===== config.mk =====
export PLATFORM = sky130hd
export DESIGN_NAME = tlc_conflict_monitor
export DESIGN_NICKNAME = d
export VERILOG_FILES = /design/src/rtl/tlc_conflict_monitor.sv
export SDC_FILE = /design/constraint.sdc
export NUM_CORES = 1
export LEC_CHECK = 0
export ABC_CLOCK_PERIOD_IN_PS = 2150
export CAP_MARGIN = 25
export CORE_AREA = 8 8 83 85
export CTS_BUF_LIST = sky130_fd_sc_hd__clkbuf_8
export DETAILED_ROUTE_END_ITERATION = 6
export DIE_AREA = 0 0 91 93
export GPL_ROUTABILITY_DRIVEN = 0
export PLACE_DENSITY = 0.59
export SYNTH_ARGS = -nofsm -noshare
export SYNTH_HDL_FRONTEND = slang
export SYNTH_SLANG_ARGS = --single-unit

===== constraint.sdc =====
create_clock -name clk -period 2.15 [get_ports clk]
set_clock_uncertainty 0.05 [all_clocks]
set_input_delay 0.43 -clock clk [delete_from_list [all_inputs] [get_ports clk]]
set_output_delay 0.43 -clock clk [all_outputs]
set_load 0.005 [all_outputs]

===== src/rtl/tlc_conflict_monitor.sv =====
`default_nettype none
// +--------------------------------------------------------------------------+
// | tlc_conflict_monitor : lamp-code safety checker between TLC FSM & drivers |
// | Optional TLC_MON_FLASH_EN flashes the all-red during FAULT.  Rev 1.0     |
// +--------------------------------------------------------------------------+
module tlc_conflict_monitor #(
  parameter int MIN_YELLOW_CYC = 1,
  parameter int MAX_PHASE_CYC  = 8,
  parameter int FLASH_HALF     = 4
) (
  input  logic       clk,
  input  logic       rst,
  input  logic [2:0] EW,
  input  logic [2:0] NS,
  input  logic       fault_clr,
  output logic [2:0] ew_lamp,
  output logic [2:0] ns_lamp,
  output logic       fault,
  output logic [2:0] fault_code
);

  localparam int CW = $clog2(MAX_PHASE_CYC + 1);
  localparam logic [CW-1:0] c_MIN_Y   = CW'(MIN_YELLOW_CYC);
  localparam logic [CW-1:0] c_MAX_RUN = CW'(MAX_PHASE_CYC);
  localparam logic [CW-1:0] c_SAT     = {CW{1'b1}};
  localparam logic [CW-1:0] c_ONE     = CW'(1);
  localparam logic [2:0]    c_GRN     = 3'b100;
  localparam logic [2:0]    c_YEL     = 3'b010;
  localparam logic [2:0]    c_RED     = 3'b001;

  typedef enum logic [1:0] {
    ST_MONITOR = 2'd0,
    ST_FAULT   = 2'd1,
    ST_RECOVER = 2'd2
  } state_t;

  generate
    if (MIN_YELLOW_CYC < 1 || MAX_PHASE_CYC < 2 || FLASH_HALF < 1) begin : g_bad_params
      $error("tlc_conflict_monitor: invalid parameter values");
    end
  endgenerate

  function automatic logic [CW-1:0] f_sat_inc(input logic [CW-1:0] v);
    return (v == c_SAT) ? v : v + c_ONE;
  endfunction

  function automatic logic f_onehot(input logic [2:0] v);
    return (v == c_GRN) || (v == c_YEL) || (v == c_RED);
  endfunction

  state_t          r_state, w_state_nxt;
  logic [2:0]      r_ew_lamp, w_ew_lamp_nxt;
  logic [2:0]      r_ns_lamp, w_ns_lamp_nxt;
  logic            r_fault, w_fault_nxt;
  logic [2:0]      r_code, w_code_nxt;
  logic [2:0]      r_prev_ew, w_prev_ew_nxt;
  logic [2:0]      r_prev_ns, w_prev_ns_nxt;
  logic            r_prev_valid, w_prev_valid_nxt;
  logic [CW-1:0]   r_run, w_run_nxt;
  logic [CW-1:0]   r_ycnt_ew, w_ycnt_ew_nxt;
  logic [CW-1:0]   r_ycnt_ns, w_ycnt_ns_nxt;
`ifdef TLC_MON_FLASH_EN
  localparam int FW = $clog2(2 * FLASH_HALF);
  localparam logic [FW-1:0] c_FLASH_LAST = FW'(2 * FLASH_HALF - 1);
  localparam logic [FW-1:0] c_FLASH_HALF = FW'(FLASH_HALF);
  localparam logic [FW-1:0] c_FLASH_ONE  = FW'(1);
  logic [FW-1:0]   r_flash, w_flash_nxt;
`endif

  logic          w_c1, w_c2, w_c3, w_c4, w_c5, w_same, w_viol;
  logic [2:0]    w_code;
  logic [CW-1:0] w_run_inc;

  // Checks compare the live sample against the last accepted sample.
  always_comb begin
    w_same    = r_prev_valid && (EW == r_prev_ew) && (NS == r_prev_ns);
    w_run_inc = f_sat_inc(r_run);
    w_c1 = !f_onehot(EW) || !f_onehot(NS);
    w_c2 = (EW != c_RED) && (NS != c_RED);
    w_c3 = r_prev_valid &&
           ((r_prev_ew == c_GRN && EW == c_RED) || (r_prev_ew == c_RED && EW == c_YEL) ||
            (r_prev_ns == c_GRN && NS == c_RED) || (r_prev_ns == c_RED && NS == c_YEL));
    w_c4 = r_prev_valid &&
           ((r_prev_ew == c_YEL && EW == c_RED && r_ycnt_ew < c_MIN_Y) ||
            (r_prev_ns == c_YEL && NS == c_RED && r_ycnt_ns < c_MIN_Y));
    w_c5 = w_same && (w_run_inc >= c_MAX_RUN);
    if (w_c1)      w_code = 3'd1;
    else if (w_c2) w_code = 3'd2;
    else if (w_c3) w_code = 3'd3;
    else if (w_c4) w_code = 3'd4;
    else if (w_c5) w_code = 3'd5;
    else           w_code = 3'd0;
    w_viol = (w_code != 3'd0);
  end

  always_comb begin
    w_state_nxt      = r_state;
    w_ew_lamp_nxt    = r_ew_lamp;
    w_ns_lamp_nxt    = r_ns_lamp;
    w_fault_nxt      = r_fault;
    w_code_nxt       = r_code;
    w_prev_ew_nxt    = r_prev_ew;
    w_prev_ns_nxt    = r_prev_ns;
    w_prev_valid_nxt = r_prev_valid;
    w_run_nxt        = r_run;
    w_ycnt_ew_nxt    = r_ycnt_ew;
    w_ycnt_ns_nxt    = r_ycnt_ns;
`ifdef TLC_MON_FLASH_EN
    w_flash_nxt      = r_flash;
`endif
    case (r_state)
      ST_MONITOR: begin
        if (w_viol) begin
          w_state_nxt   = ST_FAULT;
          w_fault_nxt   = 1'b1;
          w_code_nxt    = w_code;
          w_ew_lamp_nxt = c_RED;
          w_ns_lamp_nxt = c_RED;
`ifdef TLC_MON_FLASH_EN
          w_flash_nxt   = '0;
`endif
        end else begin
          w_ew_lamp_nxt = EW;
          w_ns_lamp_nxt = NS;
          w_prev_ew_nxt = EW;
          w_prev_ns_nxt = NS;
          w_run_nxt     = w_same ? w_run_inc : c_ONE;
          w_ycnt_ew_nxt = (EW == c_YEL) ? f_sat_inc(r_ycnt_ew) : '0;
          w_ycnt_ns_nxt = (NS == c_YEL) ? f_sat_inc(r_ycnt_ns) : '0;
        end
      end
      ST_FAULT: begin
        if (fault_clr) begin
          w_state_nxt      = ST_RECOVER;
          w_fault_nxt      = 1'b0;
          w_code_nxt       = 3'd0;
          w_ew_lamp_nxt    = c_RED;
          w_ns_lamp_nxt    = c_RED;
          w_prev_valid_nxt = 1'b0;
          w_run_nxt        = '0;
          w_ycnt_ew_nxt    = '0;
          w_ycnt_ns_nxt    = '0;
`ifdef TLC_MON_FLASH_EN
          w_flash_nxt      = '0;
`endif
        end else begin
`ifdef TLC_MON_FLASH_EN
          // First half-period red, second half dark.
          w_flash_nxt   = (r_flash == c_FLASH_LAST) ? '0 : r_flash + c_FLASH_ONE;
          w_ew_lamp_nxt = (w_flash_nxt < c_FLASH_HALF) ? c_RED : 3'b000;
          w_ns_lamp_nxt = (w_flash_nxt < c_FLASH_HALF) ? c_RED : 3'b000;
`else
          w_ew_lamp_nxt = c_RED;
          w_ns_lamp_nxt = c_RED;
`endif
        end
      end
      default: begin
        w_ew_lamp_nxt = c_RED;
        w_ns_lamp_nxt = c_RED;
        if (EW == c_GRN && NS == c_RED) begin
          w_state_nxt      = ST_MONITOR;
          w_ew_lamp_nxt    = EW;
          w_ns_lamp_nxt    = NS;
          w_prev_ew_nxt    = EW;
          w_prev_ns_nxt    = NS;
          w_prev_valid_nxt = 1'b1;
          w_run_nxt        = c_ONE;
          w_ycnt_ew_nxt    = '0;
          w_ycnt_ns_nxt    = '0;
        end
      end
    endcase
  end

  always_ff @(posedge clk or negedge rst) begin
    if (!rst) begin
      r_state      <= ST_RECOVER;
      r_ew_lamp    <= c_RED;
      r_ns_lamp    <= c_RED;
      r_fault      <= 1'b0;
      r_code       <= 3'd0;
      r_prev_ew    <= 3'd0;
      r_prev_ns    <= 3'd0;
      r_prev_valid <= 1'b0;
      r_run        <= '0;
      r_ycnt_ew    <= '0;
      r_ycnt_ns    <= '0;
`ifdef TLC_MON_FLASH_EN
      r_flash      <= '0;
`endif
    end else begin
      r_state      <= w_state_nxt;
      r_ew_lamp    <= w_ew_lamp_nxt;
      r_ns_lamp    <= w_ns_lamp_nxt;
      r_fault      <= w_fault_nxt;
      r_code       <= w_code_nxt;
      r_prev_ew    <= w_prev_ew_nxt;
      r_prev_ns    <= w_prev_ns_nxt;
      r_prev_valid <= w_prev_valid_nxt;
      r_run        <= w_run_nxt;
      r_ycnt_ew    <= w_ycnt_ew_nxt;
      r_ycnt_ns    <= w_ycnt_ns_nxt;
`ifdef TLC_MON_FLASH_EN
      r_flash      <= w_flash_nxt;
`endif
    end
  end

  assign ew_lamp    = r_ew_lamp;
  assign ns_lamp    = r_ns_lamp;
  assign fault      = r_fault;
  assign fault_code = r_code;

endmodule
`default_nettype wire


* Yosys cells after proc, flatten, opt, wreduce, memory -nomap -nowiden
Cells that the tools add are included.
Word-level totals: register bits 31, input bits 9, output and inout bits 10, word-level logic and storage cells 127
Cells by class: $add $sub $neg 3, magnitude comparators 3, eq/ne operators 25, mux-type cells 44, bitwise gates (word level) 2, reductions and logical operators 39
Operators by type and width (count):
- $mux W4 | 12
- $mux W3 | 15
- $pmux W3 S2 | 5
- $pmux W4 S2 | 3
- $logic_and A1 B1 Y1 | 15
- $reduce_and A3 Y1 | 5
- $add A4 B1 Y4 const B | 3
- $eq A3 B1 Y1 const B | 4
- $eq A3 B2 Y1 const B | 4
- $eq A3 B3 Y1 const B | 4
- $eq A4 B4 Y1 const B | 3
- $logic_or A1 B1 Y1 | 9
- $lt A4 B1 Y1 const B | 2
- $reduce_and A4 Y1 | 2
- $eq A3 B3 Y1 | 2
- $mux W2 | 3
- $ne A2 B2 Y1 const B | 3
- $ne A3 B1 Y1 const B | 2
- $ne A3 B3 Y1 const B | 2
- $reduce_bool A2 Y1 | 3
- $reduce_bool A3 Y1 | 2
- $ge A4 B4 Y1 const B | 1
- $pmux W1 S2 | 2
- $pmux W2 S2 | 1
- other kinds (5) | 9

* Longest topological paths before layout
Gate-level depths: netlist of run 1.
word-level depth 12, gate-level depth with buffers 9, depth with buffers taken out 8

* Worst setup path before layout of run 1
No wires, ideal clock.
path type input -> register, start point input NS[2], end point register r_prev_ew[2], setup time 125 ps, arrival time 2265 ps, required time 1975 ps, slack -290 ps, cell stages on the path 7, buffers on the path 1, cell sequence buf_2 -> xor2_1 -> or3_1 -> a2111o_1 -> and4_4 -> a21oi_4 -> mux2_4
Between the ends: longest elaborated chain between the ends 12, elaborated cells between the ends (all ways) 31, those cells by class 6 x eq/ne; 5 x mux; 20 x reduce/logical
RTL lines:
- from (decl) | line 14 | input logic [2:0] NS,
- $eq A3 B1 Y1
- $logic_and A1 B1 Y1 (2 in a row) | line 85 | (r_prev_ns == c_YEL && NS == c_RED && r_ycnt_ns < c_MIN_Y));
- $logic_or A1 B1 Y1 | line 84 | ((r_prev_ew == c_YEL && EW == c_RED && r_ycnt_ew < c_MIN_Y) ||
- $logic_and A1 B1 Y1 | line 83 | w_c4 = r_prev_valid &&
- $mux W3 | line 90 | else if (w_c4) w_code = 3'd4;
- $mux W3 | line 89 | else if (w_c3) w_code = 3'd3;
- $mux W3 | line 88 | else if (w_c2) w_code = 3'd2;
- $mux W3 | line 87 | if (w_c1) w_code = 3'd1;
- $reduce_bool A3 Y1 | line 93 | w_viol = (w_code != 3'd0);
- $ne A2 B2 Y1 (no line)
- $reduce_and A3 Y1 (no line) (*)
- to (signal assigned) | line 198 | r_prev_ew <= w_prev_ew_nxt;
- to (decl) | line 56 | logic [2:0] r_prev_ew, w_prev_ew_nxt;
Every way passes the cells marked *; elsewhere a longest branch is shown, timed or not. A chain may end at the register's enable or synchronous reset.

* Worst setup path after layout of run 1
start point input EW[2], end point register r_prev_ew[0]
Between the ends: longest elaborated chain between the ends 12, elaborated cells between the ends (all ways) 33, those cells by class 6 x eq/ne; 5 x mux; 22 x reduce/logical
RTL lines:
- from (decl) | line 13 | input logic [2:0] EW,
- $eq A3 B3 Y1 (tied with other cells) | line 76 | w_same = r_prev_valid && (EW == r_prev_ew) && (NS == r_prev_ns);
- $logic_and A1 B1 Y1 (on tied branches) | line 76, 81, 84
- $logic_and A1 B1 Y1 (tied with other cells) | line 76
- $logic_and A1 B1 Y1 (tied with other cells) | line 86 | w_c5 = w_same && (w_run_inc >= c_MAX_RUN);
- $mux W3 (tied with other cells) | line 91 | else if (w_c5) w_code = 3'd5;
- $mux W3 / $logic_and A1 B1 Y1 (equally long branches) | line 90, 80
- $mux W3 | line 89
- $mux W3 | line 88
- $mux W3 | line 87
- $reduce_bool A3 Y1 | line 93
- $ne A2 B2 Y1 (no line)
- $reduce_and A3 Y1 (no line) (*)
Marks and branches as above.

==> results_dict.tcl, run 1 <==
set metrics [dict create \
    drt-total-wl_mm 5.11 \
    clockBufferDepth 2 \
    finalHoldViolCount 0 \
    leakage_nw 1.25 \
    syn_area_mm2 0.00187 \
    fin_total_pwr_mw 2.25 \
    grt_pass1_wl_mm 8.49 \
    drive_gt1_frac 0.402 \
    crit_fanout 8 \
    cts_hold_buffers 0 \
    detail_route.iter0.violations 91 \
    die_x_um 91 \
    synthSimpleGateAreaFrac 0.218 \
    post-route-util 0.488 \
    grt_pass1_vias 1764 \
    syn_to_final_growth_pct 48.3 \
    fin_setup_tns_ps -1670 \
    synth_edf_count 0 \
    crit_chain "dlygate4sd2_1, buf_4, or3_1, and4_2, and4_4, a21oi_4, mux2_4" \
    grt_overflow_total 0 \
    grt_setup_unrepaired "true" \
    pre_cts_ws_ps -752 \
    clock_latency_ps 290 \
    dpl.hpwl_mm 3.77 \
    min_period_ps 2280 \
    ys_ff_latch 31 \
    synthXorXnorAreaFrac 0.0328 \
    finalCritPeriodShare 1.06 \
    numPlacedInstances 327 \
    yosys_warnings 0 \
    drc_errors 0 \
    vias 1753 \
    maxClockFrequency_ghz 0.439 \
    wl_per_cell_um 14.8 \
    synthFlopType "dfrtp_1" \
    finalMaxSlewViolations 0 \
    synth_top_family_by_area "simple AND/OR/NAND/NOR gates" \
    die-area_mm2 0.00846 \
    yosysSeqAreaShare 0.417 \
    grt_antenna_before_repair 0 \
    die_y_um 93 \
    cp_num_buf_inv 2 \
    start_kind "primary input" \
    min_path_type "in2reg" \
    setup_slack_ps -127 \
    clock-sinks 31 \
    n_antenna_cell 0 \
    syn_inst 189 \
    io_pins 19 \
    slowest_stage "dlygate4sd2_1" \
    htree_levels 2 \
    arrival_ps 2390 \
    core_area_mm2 0.00568 \
    slowest_delay_ps 330 \
    grt_usage 0.123 \
    reg2reg_slack_ps -120 \
    setup_violations 22 \
    cts_tree "yes" \
    slew_headroom 0.686 \
    status "complete, but fails checks" \
    io_buffers 18 \
    fill_cells 536 \
    start_util 0.329 \
    fin_nets 284 \
    worst_slew_pin_slew_ps 470 \
    timing.max_cap.violations 0 \
    syn_area_per_cell_um2 9.88 \
    root_buffer "clkbuf_8" \
    path_clk_slew_ps 60 \
    crit_family "simple AND/OR/NAND/NOR gates" \
    cts-buffers-inserted 5 \
    violations "negative setup slack" \
    synth_fa_ha_area_frac 0.0335 \
    ir_worst_vdd_v 0.000541 \
    end_kind "flip-flop" \
    ys_types 58 \
    required_ps 2270 \
    syn_nets 203 \
    final_cells 346 \
    drtPass1Iterations 4 \
    crit_type "in2reg" \
    synth-compound-area-share 0.206 \
    grt_max_degree 32 \
    rows 28 \
    viasPerCell 5.07 \
    power_density_mw_per_mm2 812 \
    synthMuxAreaShare 0.0435 \
    synthArstFlopShare 1.00 \
    ant_nets 0 \
]
-- Yosys cell counts, types with 2 or more instances --
| cell | count | area (µm²) |
|---|---|---|
| nand4_1 | 6 | 37.5 |
| nor2b_1 | 2 | 12.5 |
| and3_1 | 3 | 18.8 |
| a2111oi_0 | 3 | 26.3 |
| ha_1 | 5 | 62.6 |
| nand3_1 | 7 | 35.0 |
| o21ai_0 | 5 | 25.0 |
| dfstp_2 | 3 | 78.8 |
| a31o_2 | 2 | 17.5 |
| a31oi_1 | 5 | 31.3 |
| nand4b_1 | 2 | 17.5 |
| a21o_1 | 3 | 22.5 |
| o21ai_1 | 4 | 20.0 |
| mux2_4 | 4 | 60.1 |
| nor3_1 | 3 | 15.0 |
| a21oi_1 | 12 | 60.1 |
| nand2b_1 | 2 | 12.5 |
| xnor2_1 | 4 | 35.0 |
| nor4bb_1 | 2 | 20.0 |
| buf_6 | 2 | 22.5 |
| xor2_1 | 3 | 26.3 |
| a22o_1 | 2 | 17.5 |
| nand2_1 | 13 | 48.8 |
| o211ai_1 | 2 | 15.0 |
| o22a_1 | 2 | 17.5 |
| nor2_1 | 11 | 41.3 |
| nand4bb_1 | 4 | 45.0 |
| inv_1 | 10 | 37.5 |
| buf_2 | 2 | 10.0 |
| or3_1 | 3 | 18.8 |
| clkbuf_1 | 3 | 11.3 |
| a22oi_1 | 2 | 15.0 |
| dfrtp_1 | 28 | 701 |
-- metal layers --
| layer | track usage | up-vias | wire, µm |
|---|---|---|---|
| met5 | 0 | - | 0 |
| met4 | 0.0327 | 0 | 49 |
| met2 | 0.196 | 22 | 2340 |
| met3 | 0.0296 | 6 | 179 |
| met1 | 0.161 | 852 | 2540 |
| li1 | - | 873 | - |
-- layout make-up --
type,count,area (µm²),area share
Clock buffer,6,82.6,0.0298
Multi-Input combinational cell,139,1090,0.393
Tap cell,75,93.8,0.0339
Timing Repair Buffer,83,677,0.244
Clock inverter,2,8.76,0.00316
Inverter,10,37.5,0.0136
Sequential cell,31,782,0.282
-- state kept, by name (all words and copies together) (netlist names), 2 cells and up --
register	count
r_state	2
ew_lamp	3
r_prev_ns	3
fault_code	3
r_prev_ew	3
r_ycnt_ew	4
ns_lamp	3
r_ycnt_ns	4
r_run	4
-- worst paths after layout --
kind | to | cells after the start | startpoint
hold / removal | ew_lamp[0] | 2 | EW[0]
hold reg to reg | fault | 2 | fault
min in group asynchronous | ns_lamp[2] | 2 | rst
setup / recovery | r_prev_ew[0] | 7 | EW[2]
setup reg to reg | r_prev_ew[0] | 7 | r_prev_ns[0]
max in group asynchronous | r_state[1] | 2 | rst
-- repair_timing --
action	in CTS	in global routing
pin swaps	10	11
cloned	0	0
setup endpoints to repair	28	27
setup buffers	10	1
resized for setup	24	14
-- cell usage in the layout, fill, tap and decap left out, types with 3 or more instances in the layout --
cell type         n
mux2_4            4
inv_1            11
nand4_1           6
ha_1              5
o21ai_1           5
a31oi_1           5
clkbuf_8          6
o21ai_0           4
a21oi_2           3
dfstp_2           3
nand4bb_1         4
a21oi_1           9
nand3_1           7
buf_4            60
xor2_1            3
or3_1             3
a21o_1            3
clkdlybuf4s50_1  12
nand2_1          13
dfrtp_1          26
buf_6             5
xnor2_1           3
nor2_1           10
-- cells by family (layout without fill, tap and decap cells) --
kind of cell	count (synthesis)	after routing
AO/OA/AOI/OAI	54	54
adder cells (fa/ha/maj)	5	5
buffers and inverters	19	101
AND/OR/NAND/NOR	67	67
flip-flops	31	31
multiplexers	6	6
XOR/XNOR	7	7
-- power by group --
group	switching [mW]	total, mW	internal, mW
logic	0.409	0.930	0.520
clock network	0.211	0.463	0.253
registers	0.144	0.855	0.711
total	0.764	2.25	1.48
-- stage by stage --
step	instance area (µm²)	hold slack, ps
floorplan	1890	84.4
finish	2770	392
detailed placement	2500	416
CTS	2730	443
global placement	2500	419
global route	2770	393
Note: power is estimated with default switching activity, not from simulation.
==> run 2: changes to the inputs <==
Settings changed: CORE_AREA 8 8 83 85 to 2 2 77 79, CTS_CLUSTER_DIAMETER set to 50, DIE_AREA 0 0 91 93 to 0 0 79 81.
==> results_dict.tcl, run 2 (same netlist as run 1, synthesis figures left out) <==
set metrics [dict create \
    finish.instance_area_mm2 0.00278 \
    grt_overflow_total 0 \
    slew_headroom 0.552 \
    start_kind "flip-flop" \
    start_util 0.329 \
    htree_levels 2 \
    grt_pass1_wl_mm 8.38 \
    core_area_mm2 0.00568 \
    maxClockFrequency_ghz 0.438 \
    rows 28 \
    grt_antenna_before_repair 0 \
    regToRegEndpoint "r_prev_ew[0]" \
    grt_max_degree 32 \
    final_cells 344 \
    die_x_um 79 \
    fin_nets 282 \
    min_period_ps 2280 \
    reg2regPathDepth 7 \
    root_buffer "clkbuf_8" \
    reg2reg_slack_ps -130 \
    vias 1771 \
    finalHoldViolCount 0 \
    grt_setup_unrepaired "true" \
    final_common_cell "buf_4" \
    wl_per_cell_um 14.5 \
    timing.max_cap.violations 0 \
    die-area_mm2 0.00640 \
    path_clk_slew_ps 60 \
    reg_top3 "r_run x4, r_ycnt_ew x4, r_ycnt_ns x4" \
    crit_chain "xor2_2, or3_1, a2111o_1, and4_4, a21oi_4, buf_12, mux2_4" \
    cts-buffers-inserted 5 \
    drtPass1Iterations 4 \
    min_from "NS[1]" \
    crit_start "r_prev_ns[0]" \
    slowest_delay_ps 450 \
    leakage_nw 1.25 \
    slowest_stage "dfrtp_2" \
    io_buffers 18 \
    grt_usage 0.172 \
    final_cell_mix "buf_4, dfrtp_1, nand2_1, clkdlybuf4s50_1, nor2_1" \
    status "complete, but fails checks" \
    end_kind "flip-flop" \
    finalMaxSlewViolations 0 \
    clock_latency_ps 280 \
    min_path_type "in2reg" \
    arrival_ps 2390 \
    io_pins 19 \
    clockBufferDepth 2 \
    grt_pass1_vias 1761 \
    crit_type "reg2reg" \
    drive_gt1_frac 0.424 \
    finalCritPeriodShare 1.06 \
    syn_to_final_growth_pct 49.0 \
    worst_slew_pin_slew_ps 670 \
    reg2reg_from "r_prev_ns[0]" \
    n_antenna_cell 0 \
    setup_slack_ps -134 \
    crit_fanout 7 \
    placed_area_mm2 0.00248 \
    endpoint "r_prev_ew[0]" \
    fill_cells 541 \
    required_ps 2260 \
    ir_worst_vdd_v 0.000593 \
    drc_errors 0 \
    dpl.hpwl_mm 3.67 \
    power_density_mw_per_mm2 815 \
    ant_nets 0 \
    die_y_um 81 \
    whs_ps 414 \
    setup_violations 9 \
    cts_tree "yes" \
    clock-sinks 31 \
    fin_total_pwr_mw 2.27 \
    detail_route.iter0.violations 73 \
    viasPerCell 5.15 \
    violations "negative setup slack" \
    numPlacedInstances 324 \
    drt-total-wl_mm 4.99 \
]
[run 2: cell count changes in the layout (fill, tap and decap cells not counted), sizes merged]
cell and delta:
clkdlybuf4s15 -2, clkbuf +4, buf -2, dlygate4sd2 -2
[run 2: worst min-delay path by stage]
stage	end	slack, ps	cells after the start
floorplan	ew_lamp[1]	80	0
finish	r_prev_ns[1]	410	2
global placement	fault	420	2
global route	r_prev_ns[1]	430	2
CTS	fault	440	2
detailed placement	fault	420	2
[run 2: what timing repair did]
item / CTS / global route
endpoints found under the setup margin: 28 / 28
resized for setup: 17 / 40
hold buffers: 0 / 0
buffers inserted: 4 / 9
pin swaps: 5 / 15
[run 2: metrics by stage]
stage | TNS, ps | utilization | worst slack [ps]
after floorplan | -784 | - | -155
after detailed placement | -15150 | 0.437 | -678
after CTS | -1660 | 0.463 | -194
after global routing | -2360 | 0.491 | -198
final | -815 | 0.491 | -134
after global placement | -15030 | 0.437 | -644
[run 2: report_power, final]
part           leakage, nW  switching, mW  internal, mW  total [mW]
logic                0.798          0.419         0.529       0.948
registers            0.399          0.145         0.713       0.858
clock network       0.0524          0.210         0.253       0.463
[run 2: layer usage]
metal  vias up  routed length (µm)  track usage  share of wire
li1        874                   -            -              -
met1       863                2290        0.222           0.46
met2        29                2460        0.288           0.49
met3         5                 197       0.0322          0.039
met4         0                  52       0.0621          0.010
met5         -                   0            0              0
[run 2: critical path, delay by kind of cell, from the launching register on]
family	cells	cell delay (ps)
buffers and inverters	1	140
flip-flops	1	450
AO/OA/AOI/OAI	2	480
multiplexers	1	290
AND/OR/NAND/NOR	2	600
XOR/XNOR	1	160
[run 2: cell type report]
| cell class | count | area, µm² | area share |
|---|---|---|---|
| sequential | 31 | 783 | 0.281 |
| tap | 75 | 93.8 | 0.0337 |
| clock inverter | 2 | 8.76 | 0.00315 |
| clock buffer | 6 | 82.6 | 0.0297 |
| multi-input combinational | 139 | 1110 | 0.399 |
| timing repair buffer | 81 | 666 | 0.239 |
| inverter | 10 | 40.0 | 0.0144 |
==> run 3: changes to the inputs <==
Settings changed: CAP_MARGIN 25 to unset, CORE_AREA 2 2 77 79 to 10 10 85 87, DIE_AREA 0 0 79 81 to 0 0 95 97.
==> results_dict.tcl, run 3 (same netlist as run 1, synthesis figures left out) <==
set metrics [dict create \
    status "complete, but fails checks" \
    violations "negative setup slack" \
    fin_total_pwr_mw 2.30 \
    crit_type "in2reg" \
    finalMaxSlewViolations 0 \
    die-area_mm2 0.00922 \
    final_common_cell "buf_4" \
    post-route-util 0.527 \
    die_y_um 97 \
    n_antenna_cell 0 \
    rows 27 \
    viasPerCell 5.09 \
    arrival_ps 2380 \
    wl_per_cell_um 15.8 \
    reg_top3 "r_run x4, r_ycnt_ew x4, r_ycnt_ns x4" \
    syn_to_final_growth_pct 54.3 \
    die_x_um 95 \
    drc_errors 0 \
    min_path_type "reg2reg" \
    path_clk_slew_ps 60 \
    drive_gt1_frac 0.426 \
    grt_pass1_vias 1810 \
    timing.max_cap.violations 0 \
    clockBufferDepth 2 \
    clock_latency_ps 280 \
    grt_overflow_total 0 \
    grt_antenna_before_repair 0 \
    crit_fanout 7 \
    slew_headroom 0.730 \
    final_cell_mix "buf_4, dfrtp_1, inv_1, nand2_1, clkdlybuf4s50_1" \
    cts_tree "yes" \
    ir_worst_vdd_v 0.000474 \
    clock-sinks 31 \
    power_density_mw_per_mm2 799 \
    worst_slew_pin_slew_ps 402 \
    cts_hold_buffers 0 \
    min_period_ps 2270 \
    io_pins 19 \
    hold_depth 2 \
    end_kind "flip-flop" \
    drt-total-wl_mm 5.52 \
    ant_nets 0 \
    setup_violations 18 \
    leakage_nw 1.30 \
    fill_cells 505 \
    grt_max_degree 32 \
    io_buffers 18 \
    grt_usage 0.119 \
    setup_slack_ps -117 \
    start_util 0.341 \
    maxClockFrequency_ghz 0.441 \
    drtPass1Iterations 4 \
    detail_route.iter0.violations 126 \
    cts-buffers-inserted 5 \
    reg2regPathDepth 6 \
    finalHoldViolCount 0 \
    vias 1775 \
    start_kind "primary input" \
    pre_cts_ws_ps -683 \
    required_ps 2260 \
    fin_setup_tns_ps -1080 \
    fin_nets 290 \
    reg2reg_slack_ps -110 \
    grt_setup_unrepaired "true" \
    dpl.hpwl_mm 3.94 \
    grt_pass1_wl_mm 8.83 \
    root_buffer "clkbuf_8" \
    htree_levels 2 \
    core_area_mm2 0.00547 \
    finalCritPeriodShare 1.05 \
]
-- run 3: layout make-up --
| cell class | instances | area [µm²] | area share |
|---|---|---|---|
| Inverter | 10 | 37.5 | 0.0130 |
| Timing Repair Buffer | 89 | 734 | 0.255 |
| Multi-Input combinational cell | 139 | 1160 | 0.402 |
| Clock buffer | 5 | 68.8 | 0.0239 |
| Sequential cell | 31 | 781 | 0.271 |
| Clock inverter | 3 | 11.3 | 0.00391 |
| Tap cell | 72 | 90.1 | 0.0313 |
-- run 3: power by group --
group          switching [mW]  internal (mW)  total (mW)
Sequential              0.147          0.710       0.856
Combinational           0.457          0.572        1.03
Clock                   0.203          0.215       0.418
-- run 3: worst paths after layout --
check | endpoint | startpoint
max | r_prev_ew[2] | NS[2]
min | fault | fault
min in group asynchronous | r_ycnt_ns[2] | rst
min reg2reg | fault | fault
max reg2reg | r_prev_ew[2] | r_prev_ns[0]
max in group asynchronous | ew_lamp[0] | rst
-- run 3: metrics by stage --
stage	instance area, µm²	instances	hold slack (ps)
6_report	2880	349	441
3_5_place_dp	2560	332	425
5_1_grt	2880	349	474
2_1_floorplan	1890	189	84.4
4_1_cts	2720	345	448
3_3_place_gp	2560	332	423
-- run 3: what timing repair did --
action                                  4_1_cts  5_1_grt
setup buffers                                 5        5
endpoints found under the setup margin       28       25
pin swaps                                     6       12
gates resized for setup                      22       34
-- run 3: worst max-delay path, cell delays in order --
cell	delay [ps]
dlygate4sd2_1	310
xor2_1	210
or3_1	330
a2111o_1	310
and4_4	180
a21oi_4	280
mux2_4	330
-- run 3: metal layers --
metal  vias up  global-route usage  share of wire
li1        883                   -              -
met5         -                   0              0
met2        37               0.175           0.48
met3         7              0.0285          0.044
met1       848               0.164           0.46
met4         0              0.0389          0.016
==> RTL change 1 (flow settings as in run 2) <==
The option `TLC_MON_FLASH_EN` is turned on by a define.
--- a/src/rtl/tlc_conflict_monitor.sv
+++ b/src/rtl/tlc_conflict_monitor.sv
@@ -3,6 +3,8 @@
 // | tlc_conflict_monitor : lamp-code safety checker between TLC FSM & drivers |
 // | Optional TLC_MON_FLASH_EN flashes the all-red during FAULT.  Rev 1.0     |
 // +--------------------------------------------------------------------------+
+`define TLC_MON_FLASH_EN
+
 module tlc_conflict_monitor #(
   parameter int MIN_YELLOW_CYC = 1,
   parameter int MAX_PHASE_CYC  = 8,
Behaviour: not the same (Yosys sat finds a counterexample within 10 cycles, from zero or initial values and one cycle with rst low).
==> RTL change 1 against run 2 <==
The run still ends with negative setup slack left. Sequential cell count is 3 higher. Wire length is 26% higher. Synthesized area is 20% higher. Design area is 19% higher. Power is 34% higher. Setup slack better by 34 ps. Critical path depth is 2 higher. Fmax is 1.5% higher. Largest power group unchanged.
==> RTL change 1: results (changes against run 2) <==
stage	metric	value	unit	change
synth	Yosys warning count	0		unchanged
setup_path	slowest cell on the critical path	or4b_4		
route	Post-route DRC	0		unchanged
global_routing	wire length of the first global-routing pass	9750	um	+16%
route	detailed-router iteration count before antenna repair	4		unchanged
synth	Area contributors post-synth	dfrtp_1 (35%), ha_1 (3.9%), nand2_1 (3.9%)		
synth	async set or reset register ratio after synthesis	100	%	unchanged
sta	slew at the pin with the worst max-slew slack	476	ps	-194 ps
route	Post-Route WL	6270	um	+26%
setup_path	Crit path largest cell delay	470	ps	+20 ps
final_layout	Top Registers	r_run x4, r_ycnt_ew x4, r_ycnt_ns x4		
synth	Net Count, Synth	246		+21%
outcome	status	complete, but fails checks		
sta	number of failing setup endpoints in the final timing report	20		+11
final_layout	proportion of layout cells with a drive suffix above 1	44.1	%	+1.7 points
global_routing	number of global-route vias before repair	1984		+13%
global_routing	met3 Resource Use GR	4.33	%	+1.1 points
clock_tree	maximum number of buffers from clock root to sink	2		unchanged
place	total half-perimeter wirelength after legalization and detailed placement	4350	um	+19%
final_layout	number of nets in the layout	337		+20%
synth	Synth Flop Type	dfrtp_1		
clock_tree	clock-pin transition on the worst setup and hold timing paths	70	ps	
route	Starting DRT DRC Count	76		+4.1%
global_routing	global-route usage over all layers	19.7	%	+2.6 points
final_layout	count of filler cells inserted in the layout	510		-5.7%
setup_path	cell family contributing the most delay on the critical path	compound AO/OA/AOI/OAI gates		
worst_hold_path	type of the most critical hold path	flip-flop to flip-flop		
place	post-place instance area	2890	um^2	+17%
pwr	Leak	1.46	nW	+17%
sta	setup total negative slack	-853	ps	-38.7 ps
synth	share of synthesized area occupied by flip-flops and latches	38.2	%	-3.5 points
synth	synth unique cells	68		+17%
synth	most common library cells after synthesis	dfrtp_1 (31), nand2_1 (23), nor2_1 (12)		
setup_path	start point of the critical path	r_ycnt_ns[0]		
outcome	violated checks	negative setup slack		
global_routing	met1 layer usage reported by global route	26.3	%	+4.1 points
sta	worst setup margin	-100	ps	+34.3 ps
global_routing	maximum number of pins on one net before global-route repair	35		+9.4%
worst_hold_path	startpoint of the most critical hold path	fault		
route	via count normalized by instance count	5.30		+2.9%
clock_tree	Worst-Skew Late Latency	290	ps	
final_layout	area grow syn2layout	48.3	%	
global_routing	GRT met2 Usage	32.9	%	+4.1 points
pwr	worst vdd rail ir drop	0.000452	V	-24%
RTL change 1: cells by family after synthesis:
family	count (synthesis)	synth area share, %
AO/OA/AOI/OAI	61	22.5
XOR/XNOR	7	2.74
multiplexers	1	0.448
adder cells (fa/ha/maj)	7	3.92
AND/OR/NAND/NOR	96	26.3
buffers and inverters	24	5.88
flip-flops	34	38.2
RTL change 1: where the power goes:
part | switching [mW] | leakage (nW) | internal [mW]
combinational | 0.745 | 0.977 | 0.816
sequential | 0.148 | 0.439 | 0.814
clock | 0.259 | 0.0472 | 0.258
RTL change 1: worst register-to-register path, cell delays in order, from the launching register on:
cell	delay [ps]
dfrtp_1	400
inv_2	80
ha_4	120
or4b_4	470
o31ai_4	210
buf_6	150
nor4_4	70
buf_12	130
a21o_4	210
a211o_1	250
RTL change 1: final cells by class:
cell class                      count  area share [%]
Sequential cell                    34            26.0
Clock inverter                      2           0.378
Inverter                           11            1.25
Timing Repair Buffer               97            24.3
Clock buffer                        6            2.49
Multi-Input combinational cell    172            42.8
Tap cell                           75            2.83
RTL change 1: path summary, 6_finish.rpt:
kind	to	slack, ps	cells past startpoint
worst min register to register	fault	450	1
max in group asynchronous	ew_lamp[0]	1200	2
min in group asynchronous	fault_code[1]	490	2
worst max-delay path	fault	-100	9
worst min-delay path	fault	450	1
worst max register to register	fault	-100	9
RTL change 1: stage by stage:
| step | std cells | power, mW | hold slack (ps) | setup WS (ps) |
|---|---|---|---|---|
| global placement | 373 | 2.24 | 418 | -673 |
| finish | 397 | 3.04 | 449 | -100 |
| detailed placement | 373 | 2.25 | 441 | -692 |
| floorplan | 230 | 1.64 | 84.4 | -44.6 |
| CTS | 386 | 2.87 | 453 | -53.6 |
| global route | 397 | 3.22 | 469 | -197 |
RTL change 1: what timing repair did:
item / in CTS / in global routing
setup buffers: 6 / 16
endpoints found under the setup margin: 31 / 27
cloned: 0 / 0
pin swaps: 10 / 17
gates resized for setup: 37 / 33
RTL change 1: layer usage:
layer	vias to the layer above	share of wire, %
met3	6	3.1
met1	1037	46
li1	1031	-
met2	29	50
met4	0	1.1
met5	-	0
==> RTL change 2 (settings of run 2) <==
Made on the original files. Encoding of `state_t`: now one-hot (3 bits for 3 states).
--- a/src/rtl/tlc_conflict_monitor.sv
+++ b/src/rtl/tlc_conflict_monitor.sv
@@ -28,10 +28,10 @@
   localparam logic [2:0]    c_YEL     = 3'b010;
   localparam logic [2:0]    c_RED     = 3'b001;
 
-  typedef enum logic [1:0] {
-    ST_MONITOR = 2'd0,
-    ST_FAULT   = 2'd1,
-    ST_RECOVER = 2'd2
+  typedef enum logic [2:0] {
+    ST_MONITOR = 3'b001,
+    ST_FAULT   = 3'b010,
+    ST_RECOVER = 3'b100
   } state_t;
 
   generate
Check against the original RTL: same outputs for any inputs over 10 cycles, from zero or initial values and one cycle with rst low; not proved beyond that.
==> RTL change 2 against run 2 <==
The flow still finishes with violations (negative setup slack). Critical endpoint is now r_run[0]. Sequential cell count up 1. Design area up 2.7%. Largest power group is now sequential cells. Power down 3.5%. Synthesized area up 0.13%. Wire length up 1.1%. Setup slack better by 75 ps. Synthesized cell count up 2.1%. Core utilization up 1.3 points.
==> RTL change 2: results (changes against run 2) <==
stage	metric	value	unit	change
final_layout	count of non-filler cells in the finished layout	348		+1.2%
setup_path	logic depth of the worst register-to-register path	9		+2
sta	slew at the pin with the worst max-slew slack	414	ps	-255 ps
sta	number of failing setup endpoints in the final timing report	7		-2
place	Setup WS pre-CTS	-595	ps	+83.4 ps
final_layout	number of nets in the layout	286		+1.4%
worst_hold_path	endpoint of the worst hold-timing path	r_state[2]		
sta	worst setup margin	-59.6	ps	+74.7 ps
global_routing	wire length of the first global-routing pass	8490	um	+1.2%
setup_path	highest fanout seen on the critical path	4		-3
worst_hold_path	startpoint of the most critical hold path	r_state[2]		
sta	setup total negative slack	-242	ps	+573 ps
final_layout	area grow syn2layout	52.8	%	
final_layout	FF+latch area	805	um^2	+2.7%
final_layout	Clock buf/inv share	3.76	%	+0.48 points
outcome	violated checks	negative setup slack		
setup_path	start point of the critical path	r_run[0]		
outcome	status	complete, but fails checks		
route	via count normalized by instance count	5.00		-2.9%
synth	synth unique cells	47		-19%
route	Post-Route WL	5050	um	+1.1%
synth	Area contributors post-synth	dfrtp_1 (39%), dfstp_2 (4.2%), nand2_1 (3.8%)		
place	placed cells	332		+2.5%
final_layout	share of the final layout cell area in multi-input gates	39.1	%	-0.78 points
final_layout	proportion of layout cells with a drive suffix above 1	37.4	%	-5.0 points
setup_path	worst path arrival time	2340	ps	-50 ps
pwr	worst vdd rail ir drop	0.000304	V	-49%
place	total half-perimeter wirelength after legalization and detailed placement	3610	um	-1.6%
final_layout	Multi-Input Combinational	141		+1.4%
global_routing	global-route usage over all layers	17.2	%	+0.031 points
pwr	Leak	1.25	nW	+0.22%
pwr	proportion of total power due to net switching	31.4	%	-2.7 points
place	post-place instance area	2520	um^2	+1.8%
worst_hold_path	type of the most critical hold path	flip-flop to flip-flop		
setup_path	cell family contributing the most delay on the critical path	compound AO/OA/AOI/OAI gates		
setup_path	Crit path largest cell delay	400	ps	-50 ps
final_layout	Data buffer area share	24.3	%	+0.38 points
route	Starting DRT DRC Count	118		+62%
final_layout	Inverters, non-clock	11		+1
setup_path	slowest cell on the critical path	a2111oi_4		
global_routing	maximum number of pins on one net before global-route repair	33		+3.1%
-- RTL change 2: power groups by stage --
stage	Sequential, mW	Clock (mW)	Combinational (mW)
final	0.841	0.572	0.776
after global routing	0.858	0.608	0.855
after CTS	0.833	0.582	0.686
after detailed placement	0.841	0	0.645
after global placement	0.839	0	0.641
after floorplan	0.828	0	0.317
-- RTL change 2: logic make-up after synthesis --
family | Yosys count | share of synthesized area, %
compound gates | 45 | 19.7
xor+xnor | 8 | 3.75
fa+ha+maj | 5 | 3.34
buf+inv | 20 | 4.41
flops | 32 | 43.0
mux | 5 | 3.01
simple gates | 78 | 22.8
-- RTL change 2: per-layer routing --
layer / track usage [%] / wire [um] / vias up
met1: 21.9 / 2370 / 831
met4: 6.21 / 99 / 0
met3: 4.11 / 160 / 9
li1: - / - / 870
met2: 28.6 / 2420 / 29
met5: 0 / 0 / -
-- RTL change 2: timing repair --
action	4_1_cts	5_1_grt
pin swaps	14	13
resized for setup	23	25
setup buffers	5	4
setup endpoints to repair	30	27
hold endpoints to repair	0	0
